$ cat src/rtl/alu_uart_pkg.sv
// alu_uart_pkg: definitions shared by the host and the ALU-side UART interface.
//   - host_state_e : host sequencer state encoding
//   - IDX_*        : order in which the command bytes travel on the UART
//   - OP_*         : ALU opcode values
package alu_uart_pkg;

    typedef enum logic [2:0] {
        StIdle    = 3'd0,
        StSendA   = 3'd1,
        StSendB   = 3'd2,
        StSendOp  = 3'd3,
        StWaitRes = 3'd4,
        StDone    = 3'd5
    } host_state_e;

    localparam int unsigned IDX_A  = 0;
    localparam int unsigned IDX_B  = 1;
    localparam int unsigned IDX_OP = 2;

    localparam logic [5:0] OP_ADD = 6'b100000;
    localparam logic [5:0] OP_SUB = 6'b100010;
    localparam logic [5:0] OP_AND = 6'b100100;
    localparam logic [5:0] OP_OR  = 6'b100101;
    localparam logic [5:0] OP_XOR = 6'b100110;
    localparam logic [5:0] OP_SRA = 6'b000011;
    localparam logic [5:0] OP_SRL = 6'b000010;
    localparam logic [5:0] OP_NOR = 6'b100111;

endpackage

$ cat src/rtl/alu_uart_timeout_cnt.sv
// alu_uart_timeout_cnt: cycle counter bounding the wait for a result byte.
//   clock   : system clock
//   reset   : synchronous active-high reset
//   clear   : restart the count from zero
//   enable  : count this cycle
//   expired : high on the enabled cycle that completes TIMEOUT counted cycles
module alu_uart_timeout_cnt #(
    parameter int unsigned TIMEOUT = 1_000_000
) (
    input  logic clock,
    input  logic reset,
    input  logic clear,
    input  logic enable,
    output logic expired
);

    localparam int unsigned CntW = $clog2(TIMEOUT + 1);
    localparam logic [CntW-1:0] Last = CntW'(TIMEOUT - 1);

    logic [CntW-1:0] count_q;

    assign expired = enable && (count_q == Last);

    // Holds at Last once reached so the count can never wrap.
    always_ff @(posedge clock) begin
        if (reset || clear) begin
            count_q <= '0;
        end else if (enable && !expired) begin
            count_q <= count_q + 1'b1;
        end
    end

endmodule

$ cat src/rtl/alu_uart_host.sv
// alu_uart_host: sends one ALU command (A, B, opcode) as three UART bytes and waits for the
// one-byte result, with a cycle timeout.
//   clock, i_reset          : clock and synchronous active-high reset
//   i_start, i_a, i_b, i_op : command request and operands (sampled in idle only)
//   i_tx_full, o_w_data, o_wr_uart  : transmit FIFO push side
//   i_rx_empty, i_r_data, o_rd_uart : receive FIFO pop side
//   o_busy, o_done, o_timeout, o_result : status and last result
module alu_uart_host
    import alu_uart_pkg::*;
#(
    parameter int unsigned DBIT    = 8,
    parameter int unsigned NB_OP   = 6,
    parameter int unsigned NB_AB   = 8,
    parameter int unsigned TIMEOUT = 1_000_000
) (
    input  logic             clock,
    input  logic             i_reset,
    input  logic             i_start,
    input  logic [NB_AB-1:0] i_a,
    input  logic [NB_AB-1:0] i_b,
    input  logic [NB_OP-1:0] i_op,
    input  logic             i_tx_full,
    output logic [DBIT-1:0]  o_w_data,
    output logic             o_wr_uart,
    input  logic             i_rx_empty,
    input  logic [DBIT-1:0]  i_r_data,
    output logic             o_rd_uart,
    output logic             o_busy,
    output logic             o_done,
    output logic             o_timeout,
    output logic [NB_AB-1:0] o_result
);

    host_state_e state_q, state_d;

    logic [NB_AB-1:0] a_q, b_q, result_q;
    logic [NB_OP-1:0] op_q;
    logic             timeout_q, timeout_d;
    logic             capture, take_result;
    logic             cnt_clear, cnt_en, expired;
    logic [DBIT-1:0]  cmd_bytes [3];

    assign cmd_bytes[IDX_A]  = DBIT'(a_q);
    assign cmd_bytes[IDX_B]  = DBIT'(b_q);
    assign cmd_bytes[IDX_OP] = DBIT'(op_q);

    // Counter restarts on the opcode push and only runs on waiting cycles without a pop,
    // so a byte arriving on the expiry cycle still wins.
    assign cnt_clear = (state_q == StSendOp) && !i_tx_full;
    assign cnt_en    = (state_q == StWaitRes) && i_rx_empty;

    alu_uart_timeout_cnt #(
        .TIMEOUT (TIMEOUT)
    ) u_timeout_cnt (
        .clock   (clock),
        .reset   (i_reset),
        .clear   (cnt_clear),
        .enable  (cnt_en),
        .expired (expired)
    );

    always_comb begin
        state_d     = state_q;
        timeout_d   = timeout_q;
        capture     = 1'b0;
        take_result = 1'b0;
        o_wr_uart   = 1'b0;
        o_rd_uart   = 1'b0;
        o_w_data    = '0;
        unique case (state_q)
            StIdle: begin
                // Stale bytes are drained and dropped while idle.
                o_rd_uart = !i_rx_empty;
                if (i_start) begin
                    capture = 1'b1;
                    state_d = StSendA;
                end
            end
            StSendA: begin
                o_w_data  = cmd_bytes[IDX_A];
                o_wr_uart = !i_tx_full;
                if (!i_tx_full) state_d = StSendB;
            end
            StSendB: begin
                o_w_data  = cmd_bytes[IDX_B];
                o_wr_uart = !i_tx_full;
                if (!i_tx_full) state_d = StSendOp;
            end
            StSendOp: begin
                o_w_data  = cmd_bytes[IDX_OP];
                o_wr_uart = !i_tx_full;
                if (!i_tx_full) state_d = StWaitRes;
            end
            StWaitRes: begin
                o_rd_uart = !i_rx_empty;
                if (!i_rx_empty) begin
                    take_result = 1'b1;
                    timeout_d   = 1'b0;
                    state_d     = StDone;
                end else if (expired) begin
                    timeout_d = 1'b1;
                    state_d   = StDone;
                end
            end
            StDone: begin
                state_d = StIdle;
            end
            default: begin
                state_d = StIdle;
            end
        endcase
    end

    always_ff @(posedge clock) begin
        if (i_reset) begin
            state_q   <= StIdle;
            a_q       <= '0;
            b_q       <= '0;
            op_q      <= '0;
            result_q  <= '0;
            timeout_q <= 1'b0;
        end else begin
            state_q   <= state_d;
            timeout_q <= timeout_d;
            if (capture) begin
                a_q  <= i_a;
                b_q  <= i_b;
                op_q <= i_op;
            end
            if (take_result) begin
                result_q <= i_r_data[NB_AB-1:0];
            end
        end
    end

    assign o_busy    = (state_q != StIdle);
    assign o_done    = (state_q == StDone);
    assign o_timeout = (state_q == StDone) && timeout_q;
    assign o_result  = result_q;

endmodule
$ cat config.mk
export PLATFORM = sky130hd
export DESIGN_NAME = alu_uart_host
export DESIGN_NICKNAME = d
export VERILOG_FILES = /design/src/rtl/alu_uart_pkg.sv /design/src/rtl/alu_uart_timeout_cnt.sv /design/src/rtl/alu_uart_host.sv
export SDC_FILE = /design/constraint.sdc
export NUM_CORES = 1
export LEC_CHECK = 0
export BUFFER_PORTS_ARGS = -buffer_cell sky130_fd_sc_hd__buf_2
export CORE_UTILIZATION = 60
export CTS_BUF_LIST = sky130_fd_sc_hd__clkbuf_4
export DETAILED_ROUTE_END_ITERATION = 12
export HOLD_SLACK_MARGIN = 0.12
export MAX_ROUTING_LAYER = met4
export PLACE_DENSITY = 0.87
export REMOVE_ABC_BUFFERS = 1
export SYNTH_ARGS = -nofsm -noshare
export SYNTH_HDL_FRONTEND = slang
export SYNTH_HIERARCHICAL = 1
export SYNTH_SLANG_ARGS = --single-unit
$ cat constraint.sdc
create_clock -name clock -period 5.1 [get_ports clock]
set_clock_uncertainty 0.15 [all_clocks]
set_input_delay 0.51 -clock clock [delete_from_list [all_inputs] [get_ports clock]]
set_output_delay 0.51 -clock clock [all_outputs]
set_load 0.01 [all_outputs]
==> results_dict.tcl <==
set metrics [dict create \
    grt_antenna_before_repair 0 \
    synth_area_per_cell_um2 8.17 \
    cp_slowest_cell "dfxtp_1" \
    first_global_vias 1941 \
    tightestPinTransition_ps 705 \
    powerDensity_mw_per_mm2 344 \
    top_layer "met4" \
    ys_seq_area_frac 0.430 \
    max_slew_margin 0.529 \
    yosysWarnings 6 \
    final.min_clock_period_ps 2830 \
    dp_hpwl_mm 3.55 \
    finalInstanceArea_mm2 0.00283 \
    num_rows 23 \
    critical-path-top-delay-family "simple AND/OR/NAND/NOR gates" \
    yosysTopAreaCell "dfxtp_1" \
    worst_hold_slack_ps 204 \
    critPathMaxStageDelay_ps 680 \
    numCtsBuffers 5 \
    cts_tree "yes" \
    wl_met2_mm 2.40 \
    fin_crit_sh 0.554 \
    first_iter_violations 198 \
    max-vdd-ir-drop_uv 211 \
    wl_met1_mm 2.40 \
    coreArea_mm2 0.00400 \
    synth_enable_flop_cells 0 \
    layout.nets 389 \
    status "finished clean" \
    cp_data_arrival_time_ps 3010 \
    vias 2243 \
    drv_slew 0 \
    grt_usage 0.248 \
    port_buffers 55 \
    crit_required_ps 5280 \
    setup_viol 0 \
    yosysTopAreaCellShare 0.430 \
    start_kind "flop" \
    die_h_um 66.7 \
    htreeDepth 2 \
    die_x_um 66.7 \
    cp_max_fo 17 \
    hold_class "input pin to flop" \
    n_fill_cell 324 \
    hold_viol_final 0 \
    postCtsHoldBufs 0 \
    drive_above_1_share 0.234 \
    yosys-top-cells-area "dfxtp_1 (43%), nand2_1 (11%), a21oi_1 (7.2%)" \
    vias_per_cell 5.55 \
    fin_util 0.707 \
    dp.cells 396 \
    initial_core_util 0.629 \
    synth-async-reset-ratio 0 \
    dp_slack_ps 2310 \
    drc 0 \
    dr_wl_met3_um 269 \
    area_delta_synth_final_pct 12.4 \
    grt_pass1_wl_mm 8.30 \
    ys_ff_latch 54 \
    cp_common_cell "nand2_1" \
    postRouteAntennaNets 0 \
    syn_area_mm2 0.00251 \
    dieArea_mm2 0.00445 \
    drv_cap 0 \
    synth_commonest_cells "nand2_1 (75), dfxtp_1 (54), a21oi_1 (36)" \
    syn-instance-count 308 \
    cts_resized 0 \
    cts_root_buf "clkbuf_4" \
    dpl_cell_area_mm2 0.00275 \
    diodes 0 \
    fmax_ghz 0.354 \
    finalWirelength_mm 5.13 \
    synth_cell_types 48 \
    cellLeakagePower_nw 1.13 \
    fin_ws_ps 2270 \
    synth.most_common_cell "nand2_1" \
    firstDrtPassIters 4 \
    rsz0062_at_grt "false" \
    path_cells "nor3b_4 -> nand2_1 -> inv_1 -> nand4_1 -> or4_4 -> or4_1 -> nand2_1" \
    crit_path_end_kind "flop" \
    place_congestion 0.880 \
    grt_max_degree 40 \
    crit_type "flop to flop" \
    cts.sinks 54 \
    pin_count 56 \
    layout.cells.non_filler 404 \
    wire_per_inst_um 12.7 \
    clk_latency_ps 370 \
    p_total_uw 971 \
    path_clk_slew_ps 150 \
    clockBufferDepth 2 \
    post_cts_buffers 0 \
    cp.buffers_inverters 1 \
    tns_ps 0 \
    overflow 0 \
    synth-main-ff-cell "dfxtp_1" \
]
==> cell usage in the layout, fill, tap and decap left out, types with 3 or more instances in the layout <==
cell,count
buf_2,55
nand3_1,4
nor3_1,5
o21ai_0,6
mux2_2,6
or3_1,5
nand4_1,4
clkbuf_4,5
xnor2_1,7
nor2_1,24
mux2i_1,3
nor4_1,4
and3_1,4
nand2_1,75
dfxtp_1,54
a21oi_1,36
a22oi_1,8
inv_1,6
a31oi_1,4
==> metal layers <==
metal | track usage | up-vias
met5 | - | -
met4 | 0.0878 | 0
met3 | 0.0599 | 5
met2 | 0.372 | 66
met1 | 0.325 | 1014
li1 | - | 1158
==> tightest hold or removal path, delay by kind of cell <==
kind,cells,cell delay [ps]
buf+inv,1,90
compound gates,1,50
simple gates,1,40
==> cell families (layout without fill, tap and decap cells) <==
kind of cell,Yosys count,count (layout),synth area share
AND/OR/NAND/NOR,148,148,0.296
adder cells (fa/ha/maj),1,1,0.00497
AO/OA/AOI/OAI,64,64,0.151
multiplexers,9,9,0.0388
buffers and inverters,24,70,0.0517
flip-flops,54,54,0.430
XOR/XNOR,8,8,0.0279
==> sequential cells by signal, summed over array words and instances, names as in the netlist <==
name and count:
op_q 6, b_q 8, u_timeout_cnt/count_q 20, a_q 8
o_result 8, timeout_q 1, state_q 3
==> path summary, 6_finish.rpt <==
path                             from                                     end  slack [ps]  cells past startpoint
max           state_q[2]$_SDFFE_PP0P_  u_timeout_cnt/count_q[19]$_SDFFE_PP0P_        2270                      7
min                       i_r_data[4]                o_result[4]$_SDFFE_PP0P_         200                      3
max reg2reg   state_q[2]$_SDFFE_PP0P_  u_timeout_cnt/count_q[19]$_SDFFE_PP0P_        2270                      7
min reg2reg  o_result[1]$_SDFFE_PP0P_                o_result[1]$_SDFFE_PP0P_         310                      2
==> area by class of cell <==
cell class	count	area, um2	area share
clock inverters	3	40.0	0.0142
clock buffers	5	37.5	0.0133
repair buffers	55	275	0.0974
well taps	50	62.6	0.0221
flip-flops and latches	54	1080	0.382
inverters	7	26.3	0.00930
multi-input cells	230	1300	0.461
==> where the power goes <==
group / total (mW) / internal (mW) / switching (mW) / leakage, nW
Combinational: 0.229 / 0.0966 / 0.133 / 0.646
Clock: 0.233 / 0.102 / 0.131 / 0.0450
Sequential: 0.509 / 0.459 / 0.0502 / 0.439
(Power assumes the default switching activity.)
